**src/rtl/lut_dump_pkg.sv**
```systemverilog
// Shared types and constants for the LUT dump sequencer.
package lut_dump_pkg;

    localparam int LATE_CNT_W = 16;
    localparam int PERIOD_W   = 32;

    typedef enum logic [2:0] {
        IDLE,
        ISSUE,
        FETCH,
        HOLD,
        WAIT,
        DONE
    } state_t;

    // Reads can never be spaced closer than one full read latency plus the hand-off cycle.
    function automatic logic [PERIOD_W-1:0] eff_period(input logic [PERIOD_W-1:0] period,
                                                       input int rd_lat);
        logic [PERIOD_W-1:0] floor_p;
        floor_p = PERIOD_W'(rd_lat + 1);
        return (period > floor_p) ? period : floor_p;
    endfunction

endpackage

```
**src/rtl/lut_dump_interval_ctr.sv**
```systemverilog
// Read-interval counter: reads 0 in the cycle restart_i is high, then counts up and saturates.
// elapsed_o flags that eff_period_i-1 cycles have passed since the restart cycle.
module lut_dump_interval_ctr
    import lut_dump_pkg::*;
(
    input  logic                clk,
    input  logic                rst,
    input  logic                restart_i,
    input  logic [PERIOD_W-1:0] eff_period_i,
    output logic [PERIOD_W-1:0] cnt_o,
    output logic                elapsed_o
);

    logic [PERIOD_W-1:0] cnt_q;
    logic [PERIOD_W-1:0] cnt_d;

    assign cnt_o     = restart_i ? '0 : cnt_q;
    assign cnt_d     = (cnt_o == '1) ? cnt_o : cnt_o + PERIOD_W'(1);
    assign elapsed_o = (cnt_o >= eff_period_i - PERIOD_W'(1));

    always_ff @(posedge clk) begin
        if (rst) begin
            cnt_q <= '0;
        end else begin
            cnt_q <= cnt_d;
        end
    end

endmodule

```
**src/rtl/lut_dump_sequencer.sv**
```systemverilog
// Walks LUT addresses 0..last_addr at a programmable read period and streams the words out valid/ready.
// Define LUT_DUMP_LOOP_EN to add the loop_en input for continuously repeating dumps.
module lut_dump_sequencer
    import lut_dump_pkg::*;
#(
    parameter int ADDR_W = 10,
    parameter int DATA_W = 32,
    parameter int RD_LAT = 2
) (
    input  logic                  user_clk,
    input  logic                  user_rst,
    input  logic                  start,
    input  logic                  abort,
    input  logic [PERIOD_W-1:0]   period,
    input  logic [ADDR_W-1:0]     last_addr,
`ifdef LUT_DUMP_LOOP_EN
    input  logic                  loop_en,
`endif
    output logic [ADDR_W-1:0]     lut_addr,
    output logic                  lut_rd_en,
    input  logic [DATA_W-1:0]     lut_rd_data,
    output logic [DATA_W-1:0]     out_data,
    output logic                  out_valid,
    input  logic                  out_ready,
    output logic                  out_last,
    output logic                  busy,
    output logic                  done,
    output logic [LATE_CNT_W-1:0] late_cnt
);

    state_t                state_q;
    logic [PERIOD_W-1:0]   period_q;
    logic [ADDR_W-1:0]     last_q;
    logic [ADDR_W-1:0]     addr_q;
    logic                  loop_q;
    logic                  abort_q;
    logic                  rd_en_q;
    logic [DATA_W-1:0]     data_q;
    logic                  valid_q;
    logic                  olast_q;
    logic                  busy_q;
    logic                  done_q;
    logic [LATE_CNT_W-1:0] late_q;

    logic [PERIOD_W-1:0]   eff;
    logic [PERIOD_W-1:0]   cnt;
    logic                  elapsed;
    logic                  fetch_done;
    logic                  late_hit;
    logic                  stop;

    assign eff        = eff_period(period_q, RD_LAT);
    assign fetch_done = (cnt == PERIOD_W'(RD_LAT - 1));
    assign late_hit   = (cnt == eff - PERIOD_W'(1));
    assign stop       = abort || abort_q || (olast_q && !loop_q);

    lut_dump_interval_ctr u_ctr (
        .clk          (user_clk),
        .rst          (user_rst),
        .restart_i    (state_q == ISSUE),
        .eff_period_i (eff),
        .cnt_o        (cnt),
        .elapsed_o    (elapsed)
    );

    always_ff @(posedge user_clk) begin
        if (user_rst) begin
            state_q  <= IDLE;
            period_q <= '0;
            last_q   <= '0;
            addr_q   <= '0;
            loop_q   <= 1'b0;
            abort_q  <= 1'b0;
            rd_en_q  <= 1'b0;
            data_q   <= '0;
            valid_q  <= 1'b0;
            olast_q  <= 1'b0;
            busy_q   <= 1'b0;
            done_q   <= 1'b0;
            late_q   <= '0;
        end else begin
            rd_en_q <= 1'b0;
            done_q  <= 1'b0;
            case (state_q)
                IDLE, DONE: begin
                    state_q <= IDLE;
                    busy_q  <= 1'b0;
                    if (start) begin
                        period_q <= period;
                        last_q   <= last_addr;
`ifdef LUT_DUMP_LOOP_EN
                        loop_q   <= loop_en;
`else
                        loop_q   <= 1'b0;
`endif
                        addr_q   <= '0;
                        abort_q  <= 1'b0;
                        late_q   <= '0;
                        busy_q   <= 1'b0 | 1'b1;
                        rd_en_q  <= 1'b1;
                        state_q  <= ISSUE;
                    end
                end
                // The counter reads 0 in ISSUE, so it doubles as the read-latency timer.
                ISSUE, FETCH: begin
                    abort_q <= abort_q | abort;
                    if (fetch_done) begin
                        data_q  <= lut_rd_data;
                        valid_q <= 1'b1;
                        olast_q <= (addr_q == last_q);
                        state_q <= HOLD;
                    end else begin
                        state_q <= FETCH;
                    end
                end
                HOLD: begin
                    abort_q <= abort_q | abort;
                    if (out_ready) begin
                        valid_q <= 1'b0;
                        olast_q <= 1'b0;
                        if (stop) begin
                            done_q  <= 1'b1;
                            busy_q  <= 1'b0;
                            state_q <= DONE;
                        end else begin
                            addr_q <= olast_q ? '0 : addr_q + ADDR_W'(1);
                            // A late or exactly-due read goes out straight after the handshake.
                            if (elapsed) begin
                                rd_en_q <= 1'b1;
                                state_q <= ISSUE;
                            end else begin
                                state_q <= WAIT;
                            end
                        end
                    end else if (late_hit && late_q != '1) begin
                        late_q <= late_q + LATE_CNT_W'(1);
                    end
                end
                WAIT: begin
                    if (abort) begin
                        done_q  <= 1'b1;
                        busy_q  <= 1'b0;
                        state_q <= DONE;
                    end else if (elapsed) begin
                        rd_en_q <= 1'b1;
                        state_q <= ISSUE;
                    end
                end
                default: state_q <= IDLE;
            endcase
        end
    end

    assign lut_addr  = addr_q;
    assign lut_rd_en = rd_en_q;
    assign out_data  = data_q;
    assign out_valid = valid_q;
    assign out_last  = olast_q;
    assign busy      = busy_q;
    assign done      = done_q;
    assign late_cnt  = late_q;

endmodule

```
**config.mk**
```make
export PLATFORM = sky130hd
export DESIGN_NAME = lut_dump_sequencer
export DESIGN_NICKNAME = d
export VERILOG_FILES = /design/src/rtl/lut_dump_pkg.sv /design/src/rtl/lut_dump_interval_ctr.sv /design/src/rtl/lut_dump_sequencer.sv
export SDC_FILE = /design/constraint.sdc
export NUM_CORES = 1
export LEC_CHECK = 0
export ABC_CLOCK_PERIOD_IN_PS = 6000
export CORE_MARGIN = 10
export CORE_UTILIZATION = 60
export DETAILED_ROUTE_END_ITERATION = 7
export DONT_BUFFER_PORTS = 1
export GPL_ROUTABILITY_DRIVEN = 0
export PLACE_DENSITY_LB_ADDON = 0.3
export SLEW_MARGIN = 25
export SYNTH_ARGS = -nofsm -noshare
export SYNTH_HDL_FRONTEND = slang
export SYNTH_SLANG_ARGS = --single-unit
```
**constraint.sdc**
```tcl
create_clock -name user_clk -period 6 [get_ports user_clk]
set_clock_uncertainty 0.05 [all_clocks]
set_input_delay 0.9 -clock user_clk [delete_from_list [all_inputs] [get_ports user_clk]]
set_output_delay 0.9 -clock user_clk [all_outputs]
set_load 0.01 [all_outputs]
```
# Yosys cells after proc, flatten, opt, wreduce, memory -nomap -nowiden

Index checks and enable logic that the tools add are counted.

Register bits after elaboration: 141
Logic and storage cells: 99
Output and inout port bits: 63
Bits in writable memories: 0
Bits in latches: 0
Input port bits: 79
Bits in read-only memories: 0
Memories kept: 0

Divide/modulo/power cells: 0
Multiply operators: 0
Order comparisons: 2
Bitwise operators: 1
Reductions and logical operators: 19
Equality and inequality tests: 19
$add $sub $neg: 4
Multiplexer cells: 41
Shift operators: 0

Operators with widths:

| operator                                                                         | count |
|---|---|
| 32-bit two-way mux                                                               | 3 |
| 16-bit two-way mux                                                               | 3 |
| 10-bit two-way mux                                                               | 4 |
| 32-bit by 1-bit adder with 32-bit output, second input constant                  | 1 |
| 32-bit by 1-bit == test with 1-bit output, second input constant                 | 1 |
| 32-bit == test                                                                   | 1 |
| 32-bit == test, second input constant                                            | 1 |
| 32-bit >= comparator                                                             | 1 |
| 32-bit by 2-bit greater-than comparator with 1-bit output, second input constant | 1 |
| 16-bit case mux with 2 select lines                                              | 1 |
| 32-bit by 1-bit subtractor with 32-bit output, second input constant             | 1 |
| 10-bit case mux with 2 select lines                                              | 1 |
| 1-bit two-way mux                                                                | 17 |
| 16-bit by 1-bit adder with 16-bit output, second input constant                  | 1 |
| 16-bit != test, second input constant                                            | 1 |
| 2-bit != test, second input constant                                             | 8 |
| 3-bit two-way mux                                                                | 5 |
| 3-bit case mux with 4 select lines                                               | 1 |
| 4-bit AND reduction                                                              | 3 |
| 10-bit by 1-bit adder with 10-bit output, second input constant                  | 1 |
| 10-bit == test                                                                   | 1 |
| 1-bit case mux with 2 select lines                                               | 4 |
| 2-bit AND reduction                                                              | 4 |
| 3-bit by 2-bit == test with 1-bit output, second input constant                  | 2 |
| other kinds (13)                                                                 | 19 |

# Longest topological paths before layout

Gate-level depths: netlist of run 1.

Depth after elaboration: 8
Depth in mapped cells: 19
Gate-level depth less buffers: 18

# Cells and area by module

From an unflattened synthesis of run 1, not the netlist that was laid out.

Cell total of the unflattened synthesis: 1125
Area total of the unflattened synthesis: 9098.7 um^2

Modules (own cells, without submodules):

| module                | sequential area each (um^2) | area each (um^2) | instances | cells each |
|---|---|---|---|---|
| lut_dump_sequencer    | 2182.1                      | 6033.3           | 1         | 736 |
| lut_dump_interval_ctr | 640.6                       | 3065.4           | 1         | 389 |

# Worst setup path after synthesis of run 1

Ideal clock, no wire load.

Path kind: register to register
Start point: reg period_q[14]
End point: reg late_q[9] (netlist: late_cnt[9])
Setup time: 0.071 ns
Path slack: 1.498 ns
Required time: 5.879 ns
Stages on the path, launching flop included: 19
Clock period less this slack: 4.502 ns
Path buffers: 0
Data arrival time: 4.382 ns
Cells stage by stage: dfxtp_1 or4_1 nor3_4 nand3_1 nor2_1 nor2_1 ha_1 and4b_1 and3_1 nand2_1 nor3_1 xnor2_1 ha_1 nand4_1 nor4_2 nand3_2 o21a_1 or4_1 a21oi_1

Cells in the longest elaborated chain, start to end: 7

RTL lines:

| what                                                      | line                      | RTL |
|---|---|---|
| start, declared                                           | lut_dump_sequencer.sv:32  | `logic [PERIOD_W-1:0] period_q;` |
| start signal, assigned                                    | lut_dump_sequencer.sv:89  | `period_q <= period;` |
| 32-bit by 2-bit greater-than comparator with 1-bit output | lut_dump_pkg.sv:21        | `return (period > floor_p) ? period : floor_p;` |
| 32-bit two-way mux (*)                                    | lut_dump_pkg.sv:21        |  |
| 32-bit by 1-bit subtractor with 32-bit output (*)         | lut_dump_sequencer.sv:54  | `assign late_hit = (cnt == eff - PERIOD_W'(1));` |
| 32-bit == test (*)                                        | lut_dump_sequencer.sv:54  |  |
| 1-bit logical AND (*)                                     | lut_dump_sequencer.sv:135 | `end else if (late_hit && late_q != '1) begin` |
| 2-bit != test (no line) (*)                               | --                        |  |
| 4-bit AND reduction (no line) (*)                         | --                        |  |
| end signal, assigned                                      | lut_dump_sequencer.sv:136 | `late_q <= late_q + LATE_CNT_W'(1);` |
| end, declared                                             | lut_dump_sequencer.sv:43  | `logic [LATE_CNT_W-1:0] late_q;` |

Mark *: on every way between the ends. The rest lies on a longest branch, timed or not.
A chain may end at the register's enable or synchronous reset.

# Worst setup path after layout of run 1

Ends and elaborated chain as after synthesis.

==> results.txt, run 1 <==
worst skew pair latency: 0.43 ns
Hold Fails Final Rpt: 0
Max clock buf depth: 2
RSZ-0062 raised after global routing: no
layout net count: 1022
starting density of the core: 61.2%
largest area contributor in the netlist: dfxtp_1
slowest stage cell, crit path: or4_1
GR Util All Layers: 20.6%
hold buffer count at CTS: 0
post-CTS setup buffers: 0
clk slew on worst S/H paths: 0.06 ns
internal power: 1.77 mW
Yosys top cell area share: 36.7%
die width: 133 um
status: finished clean
relative slew slack: 48.6%
Top Ports: 142
Cell Area, Placed: 7730 um2
Max Clk Rate: 192 MHz
Seq/Total Area, Yosys: 36.7%
period utilization: 86.6%
mux contribution to synthesized area: 4.29%
Die Y: 133 um
count leader, synth: dfxtp_1
final setup TNS: 0 ns
post-synthesis adder-cell area fraction: 6.01%
Max-cap violations: 0
class of the most critical setup path: reg -> reg
list of most frequent post-synthesis cells: dfxtp_1, nand2_1, nor2_1, a21oi_1, xnor2_1
ys flop type: dfxtp_1
Syn Std Cell Area: 7700 um2
clock power share: 39.6%
vias: 6488
post-route minimum period: 5.20 ns
compound-cell area share of the yosys netlist: 11.7%
port buffer count: 0
hold path depth: 2
hold path start: last_q[4]$_SDFFE_PP0P_
Hold Path Class: reg -> reg
synth top area cells: dfxtp_1, nand2_1, ha_1
cell-by-cell trace of the critical path: or4_1 > nor3_4 > nand3_1 > nor2_1 > nor2_1 > ha_1 > and4b_1 > and3_1 > nand2_1 > nor3_1 > xnor2_1 > ha_1 > nand4_1 > nor4_2 > nand3_2 > o21a_1 > or4_1 > a21oi_1
initial antenna violation count: 0
Worst EP arrival: 5.50 ns
Core Footprint: 12600 um2
combinational share of power: 18.5%
Worst path max stage delay: 0.60 ns
main combinational cell family by area after synthesis: simple AND/OR/NAND/NOR gates
flop-to-flop setup slack: 0.80 ns
global route overflow: 0
total power: 2.54 mW
register bit total from synthesis: 141
Flop pwr share: 41.9%
PD cells: 306 nW/um2
die area: 17800 um2
drt initial violations: 436
clk sinks: 141
hpwl dp: 13.6 mm
Lkg Pwr: 3.05 nW
antenna viol nets, final: 0
Fill cells: 1081
largest net degree at the start of global routing: 110
Net Count, Synth: 1043
slew of the pin with the lowest slew margin: 0.769 ns
Area Growth Syn to Fin: 7.92%
r2r startpoint: period_q[14]$_SDFFE_PP0P_
layout cells sized above 1: 6.53%
FP Rows: 41
Fin Hold WS: 0.424 ns
Synth Warn #: 0
drt first pass iters: 5
crit end category: flop
reg2reg path depth: 18
Design Area, Final: 8310 um2
Resized Gates After CTS: 0
wirelength, routed: 18.5 mm
CTS tree: done
global-route wire length before repair: 30.5 mm
critical register-to-register path endpoint: late_cnt[9]$_SDFFE_PP0P_
count of cell types in the netlist: 66
Post-synth EDFFs: 0
Avg Inst Size Synth: 8.30 um2
sw frac: 30.4%
wire per inst: 17.0 um
Root Driver: clkbuf_16
fin. max-slew vios: 0
NetSw: 0.771 mW
DR vias/cell: 5.95
crit-path max FO: 19
post-synthesis xor/xnor area fraction: 8.76%
Async S/R FF share, synth: 0%
Final Setup Violations: 0
vias in the first global route: 5995
Mapped Cells: 927
H-tree levels: 4
critical path required time: 6.30 ns
Inserted Diodes: 0
Synth Area in Simple Gates: 28.7%
CTS Buf Count: 17
Worst IR Drop VDD: 0.000224 V
Final Core Density: 66.1%
sink of the worst hold path: last_q[4]$_SDFFE_PP0P_
DRC: 0
Worst setup SP type: flop
==> cell families (layout without fill, tap and decap cells) <==
kind of cell,Yosys count,in the layout
AO/OA/AOI/OAI,150,150
XOR/XNOR,77,77
adder cells (fa/ha/maj),37,37
buffers and inverters,64,56
flip-flops,141,141
multiplexers,33,33
AND/OR/NAND/NOR,425,425
==> cell type report <==
class | count | area [um2] | share of cell area (%)
multi-input cells | 722 | 4580 | 55.1
flip-flops and latches | 141 | 2820 | 34.0
clock buffers | 19 | 443 | 5.33
well taps | 172 | 215 | 2.59
clock inverters | 13 | 130 | 1.57
inverters | 17 | 63.8 | 0.768
repair buffers | 7 | 52.6 | 0.633
==> worst max-delay path by stage <==
stage	endpoint	slack (ns)	cells past startpoint	start
final	late_cnt[9]$_SDFFE_PP0P_	0.80	18	period_q[14]$_SDFFE_PP0P_
after global routing	late_cnt[9]$_SDFFE_PP0P_	0.30	18	period_q[14]$_SDFFE_PP0P_
after CTS	late_cnt[9]$_SDFFE_PP0P_	0.80	18	period_q[25]$_SDFFE_PP0P_
after detailed placement	late_cnt[9]$_SDFFE_PP0P_	0.82	18	period_q[14]$_SDFFE_PP0P_
after floorplan	late_cnt[9]$_SDFFE_PP0P_	1.50	18	period_q[14]$_SDFFE_PP0P_
after global placement	late_cnt[9]$_SDFFE_PP0P_	0.95	18	period_q[25]$_SDFFE_PP0P_
==> per-stage QoR <==
step           instances  setup WS, ns
6_report            1091         0.804
5_1_grt             1091         0.302
4_1_cts             1091         0.800
3_5_place_dp        1059         0.816
3_3_place_gp        1059         0.948
2_1_floorplan        927          1.50
==> sequential cells by signal, indices dropped and copies added (netlist names) <==
register,cells
abort_q,1
busy,1
done,1
last_q,10
late_cnt,16
lut_addr,10
lut_rd_en,1
out_data,32
out_last,1
out_valid,1
period_q,32
state_q,3
u_ctr.cnt_q,32
==> cells in the final DEF, fill, tap and decap left out, types with 4 or more instances in the layout <==
master and count:
a211oi_1 7, a21o_1 5, a21oi_1 80, a311oi_1 5
a31oi_1 10, and2_1 24, and3_1 11, buf_4 7
clkbuf_16 17, clkinvlp_4 4, dfxtp_1 141, ha_1 37
inv_1 17, inv_6 5, mux2i_1 33, nand2_1 134
nand2b_1 7, nand3_1 26, nand4_1 27, nor2_1 103
nor3_1 16, nor3b_1 5, nor4_1 18, o21ai_0 21
or3_1 9, or4_1 4, xnor2_1 52, xor2_1 25
==> power by group through the flow <==
| stage | sequential [mW] | clock, mW | combinational (mW) |
|---|---|---|---|
| 6_report | 1.06 | 1.01 | 0.470 |
| 5_1_grt | 1.07 | 1.06 | 0.535 |
| 4_1_cts | 1.06 | 1.02 | 0.471 |
| 3_5_place_dp | 1.08 | 0 | 0.467 |
| 3_3_place_gp | 1.08 | 0 | 0.457 |
| 2_1_floorplan | 1.06 | 0 | 0.404 |
==> worst max-delay path, delay by kind of cell (launching register included) <==
| kind | cells | cell delay (ns) |
|---|---|---|
| adder cells (fa/ha/maj) | 2 | 0.54 |
| AND/OR/NAND/NOR | 13 | 3.44 |
| flip-flops | 1 | 0.36 |
| AO/OA/AOI/OAI | 2 | 0.58 |
| XOR/XNOR | 1 | 0.13 |
==> per-layer routing <==
layer	part of all wire (%)	track usage, %	routed length, um	vias to the layer above
li1	-	-	-	3222
met4	2.9	9.07	539	0
met2	44	30.7	8110	240
met3	8.0	6.69	1470	46
met1	45	26.5	8380	2980
met5	0	0	0	-
Note: power is estimated with default switching activity, not from simulation.
==> inputs of run 2 (changes only) <==
Settings changed: SKIP_LAST_GASP set to 1, SYNTH_HIERARCHICAL set to 1.
==> results.txt, run 2 <==
status: finished clean
Lkg Pwr: 3.64 nW
class of the most critical setup path: reg -> reg
wire per inst: 19.6 um
Root Driver: clkbuf_16
largest net degree at the start of global routing: 124
die width: 143 um
Synth Warn #: 6
Flop pwr share: 30.6%
Seq/Total Area, Yosys: 31.0%
antenna viol nets, final: 0
crit end category: flop
RSZ-0062 raised after global routing: no
Buf+Inv Stages, Crit Path: 2
DR vias/cell: 6.36
layout net count: 1181
list of most frequent post-synthesis cells: dfxtp_1, nor2_1, nand2_1, clkbuf_1, a21oi_1
CTS tree: done
Area Growth Syn to Fin: 5.71%
Worst IR Drop VDD: 0.000296 V
vias: 8023
slowest stage cell, crit path: and4_1
largest area contributor in the netlist: dfxtp_1
Fill cells: 1243
final setup TNS: 0 ns
hpwl dp: 18.1 mm
FP Rows: 44
register bit total from synthesis: 141
most frequent cells in the layout: dfxtp_1, nor2_1, nand2_1, a21oi_1, xnor2_1
drt first pass iters: 7
Worst EP arrival: 5.55 ns
critical path required time: 6.28 ns
Final Setup Violations: 0
GR Util All Layers: 23.5%
Layout Cells excl Fill: 1262
CTS Buf Count: 17
global route overflow: 0
PD cells: 453 nW/um2
total power: 4.36 mW
Hold Fails Final Rpt: 0
clock power share: 24.5%
clk slew on worst S/H paths: 0.07 ns
Max Clk Rate: 190 MHz
Design Area, Final: 9620 um2
post-CTS setup buffers: 0
fin. max-slew vios: 0
wirelength, routed: 24.7 mm
vias in the first global route: 7507
Cell Area, Placed: 9020 um2
placed cells: 1230
Max-cap violations: 0
cell-by-cell trace of the critical path: nor4_2 > and4_1 > and2_1 > nor2_1 > inv_1 > inv_1 > ha_1 > nand3b_1 > nand2b_1 > xor2_1 > ha_1 > nand4_1 > nor4_1 > a221oi_1 > o211ai_1 > a221o_1 > o21ai_0 > nand3_1 > o221ai_1 > o21a_1 > nor2_1
NetSw: 1.90 mW
Core Footprint: 14700 um2
die area: 20500 um2
Hold Path Class: reg -> reg
initial antenna violation count: 0
worst skew pair latency: 0.43 ns
Post-synth EDFFs: 0
ys flop type: dfxtp_1
sw frac: 43.7%
layout cells sized above 1: 7.05%
post-route minimum period: 5.27 ns
Yosys top cell area share: 31.0%
starting density of the core: 61.9%
count leader, synth: dfxtp_1
period utilization: 87.9%
internal power: 2.46 mW
Avg Inst Size Synth: 8.09 um2
Final Core Density: 65.4%
hold buffer count at CTS: 0
Worst setup SP type: flop
Async S/R FF share, synth: 0%
Net Count, Synth: 1241
relative slew slack: 43.5%
Syn Std Cell Area: 9100 um2
CP top delay family: simple AND/OR/NAND/NOR gates
global-route wire length before repair: 39.4 mm
Resized Gates After CTS: 0
Mapped Cells: 1125
count of cell types in the netlist: 75
Worst path max stage delay: 0.58 ns
Max clock buf depth: 2
Top Ports: 142
port buffer count: 0
most common cell after layout, fill and taps aside: dfxtp_1
crit-path max FO: 11
combinational share of power: 44.9%
drt initial violations: 751
clk sinks: 141
slew of the pin with the lowest slew margin: 0.846 ns
Die Y: 143 um
synth top area cells: dfxtp_1, xnor2_1, mux2i_1
Inserted Diodes: 0
H-tree levels: 4
DRC: 0
==> run 2: cell types whose count changed after synthesis, moves of 17 or more <==
cell      change
nor2_1       +26
xor2_1       +25
and2_1       -17
clkbuf_1     +38
nor2b_1      +32
mux2i_1      +18
==> run 2: final timing paths <==
path	cells past startpoint	slack, ns	end	startpoint
worst max-delay path	21	0.73	state_q[0]$_SDFFE_PP0P_	period_q[10]$_SDFFE_PP0P_
worst min-delay path	2	0.44	abort_q$_SDFFE_PP0P_	abort_q$_SDFFE_PP0P_
worst max register to register	21	0.73	state_q[0]$_SDFFE_PP0P_	period_q[10]$_SDFFE_PP0P_
worst min register to register	2	0.44	abort_q$_SDFFE_PP0P_	abort_q$_SDFFE_PP0P_
==> run 2: area by class of cell <==
class	instances	area, um2	share of cell area, %
multi-input combinational	888	5880	61.1
sequential	141	2820	29.3
clock buffer	17	425	4.42
tap	184	230	2.39
clock inverter	15	168	1.74
timing repair buffer	8	60.1	0.624
inverter	9	33.8	0.351
==> run 2: power by group through the flow <==
stage          sequential (mW)  combinational (mW)  clock, mW
5_1_grt                   1.35                2.16       1.12
3_3_place_gp              1.34                1.86          0
4_1_cts                   1.33                1.93       1.08
3_5_place_dp              1.35                1.90          0
2_1_floorplan             1.21                1.66          0
6_report                  1.33                1.96       1.07
==> run 2: routing by layer <==
metal,routed length (um),global-route usage [%],part of all wire (%)
met3,2280,6.73,9.2
met5,0,0,0
met2,11600,37.0,47
met4,663,8.63,2.7
met1,10200,29.8,41
==> run 2: kinds of logic (layout without fill, tap and decap cells) <==
group	count (synthesis)	after routing	synth area share, %
buffers and inverters	96	49	4.47
AND/OR/NAND/NOR	536	536	31.7
flip-flops	141	141	31.0
adder cells (fa/ha/maj)	37	37	5.09
XOR/XNOR	114	114	11.0
multiplexers	53	53	5.86
AO/OA/AOI/OAI	148	148	10.9
==> run 2: metrics by stage <==
step	setup WS, ns	hold WS (ns)
floorplan	1.70	0.404
global placement	1.07	0.421
detailed placement	0.934	0.433
CTS	0.846	0.448
global route	0.420	0.468
finish	0.725	0.445
==> run 2: worst reg2reg max path, cell delays in order, from the launching register on <==
cell and delay [ns]:
dfxtp_1 0.43, nor4_2 0.47, and4_1 0.58, and2_1 0.25, nor2_1 0.07, inv_1 0.14, inv_1 0.06, ha_1 0.24
nand3b_1 0.22, nand2b_1 0.33, xor2_1 0.22, ha_1 0.27, nand4_1 0.16, nor4_1 0.10, a221oi_1 0.30, o211ai_1 0.21
a221o_1 0.43, o21ai_0 0.20, nand3_1 0.09, o221ai_1 0.17, o21a_1 0.15, nor2_1 0.03
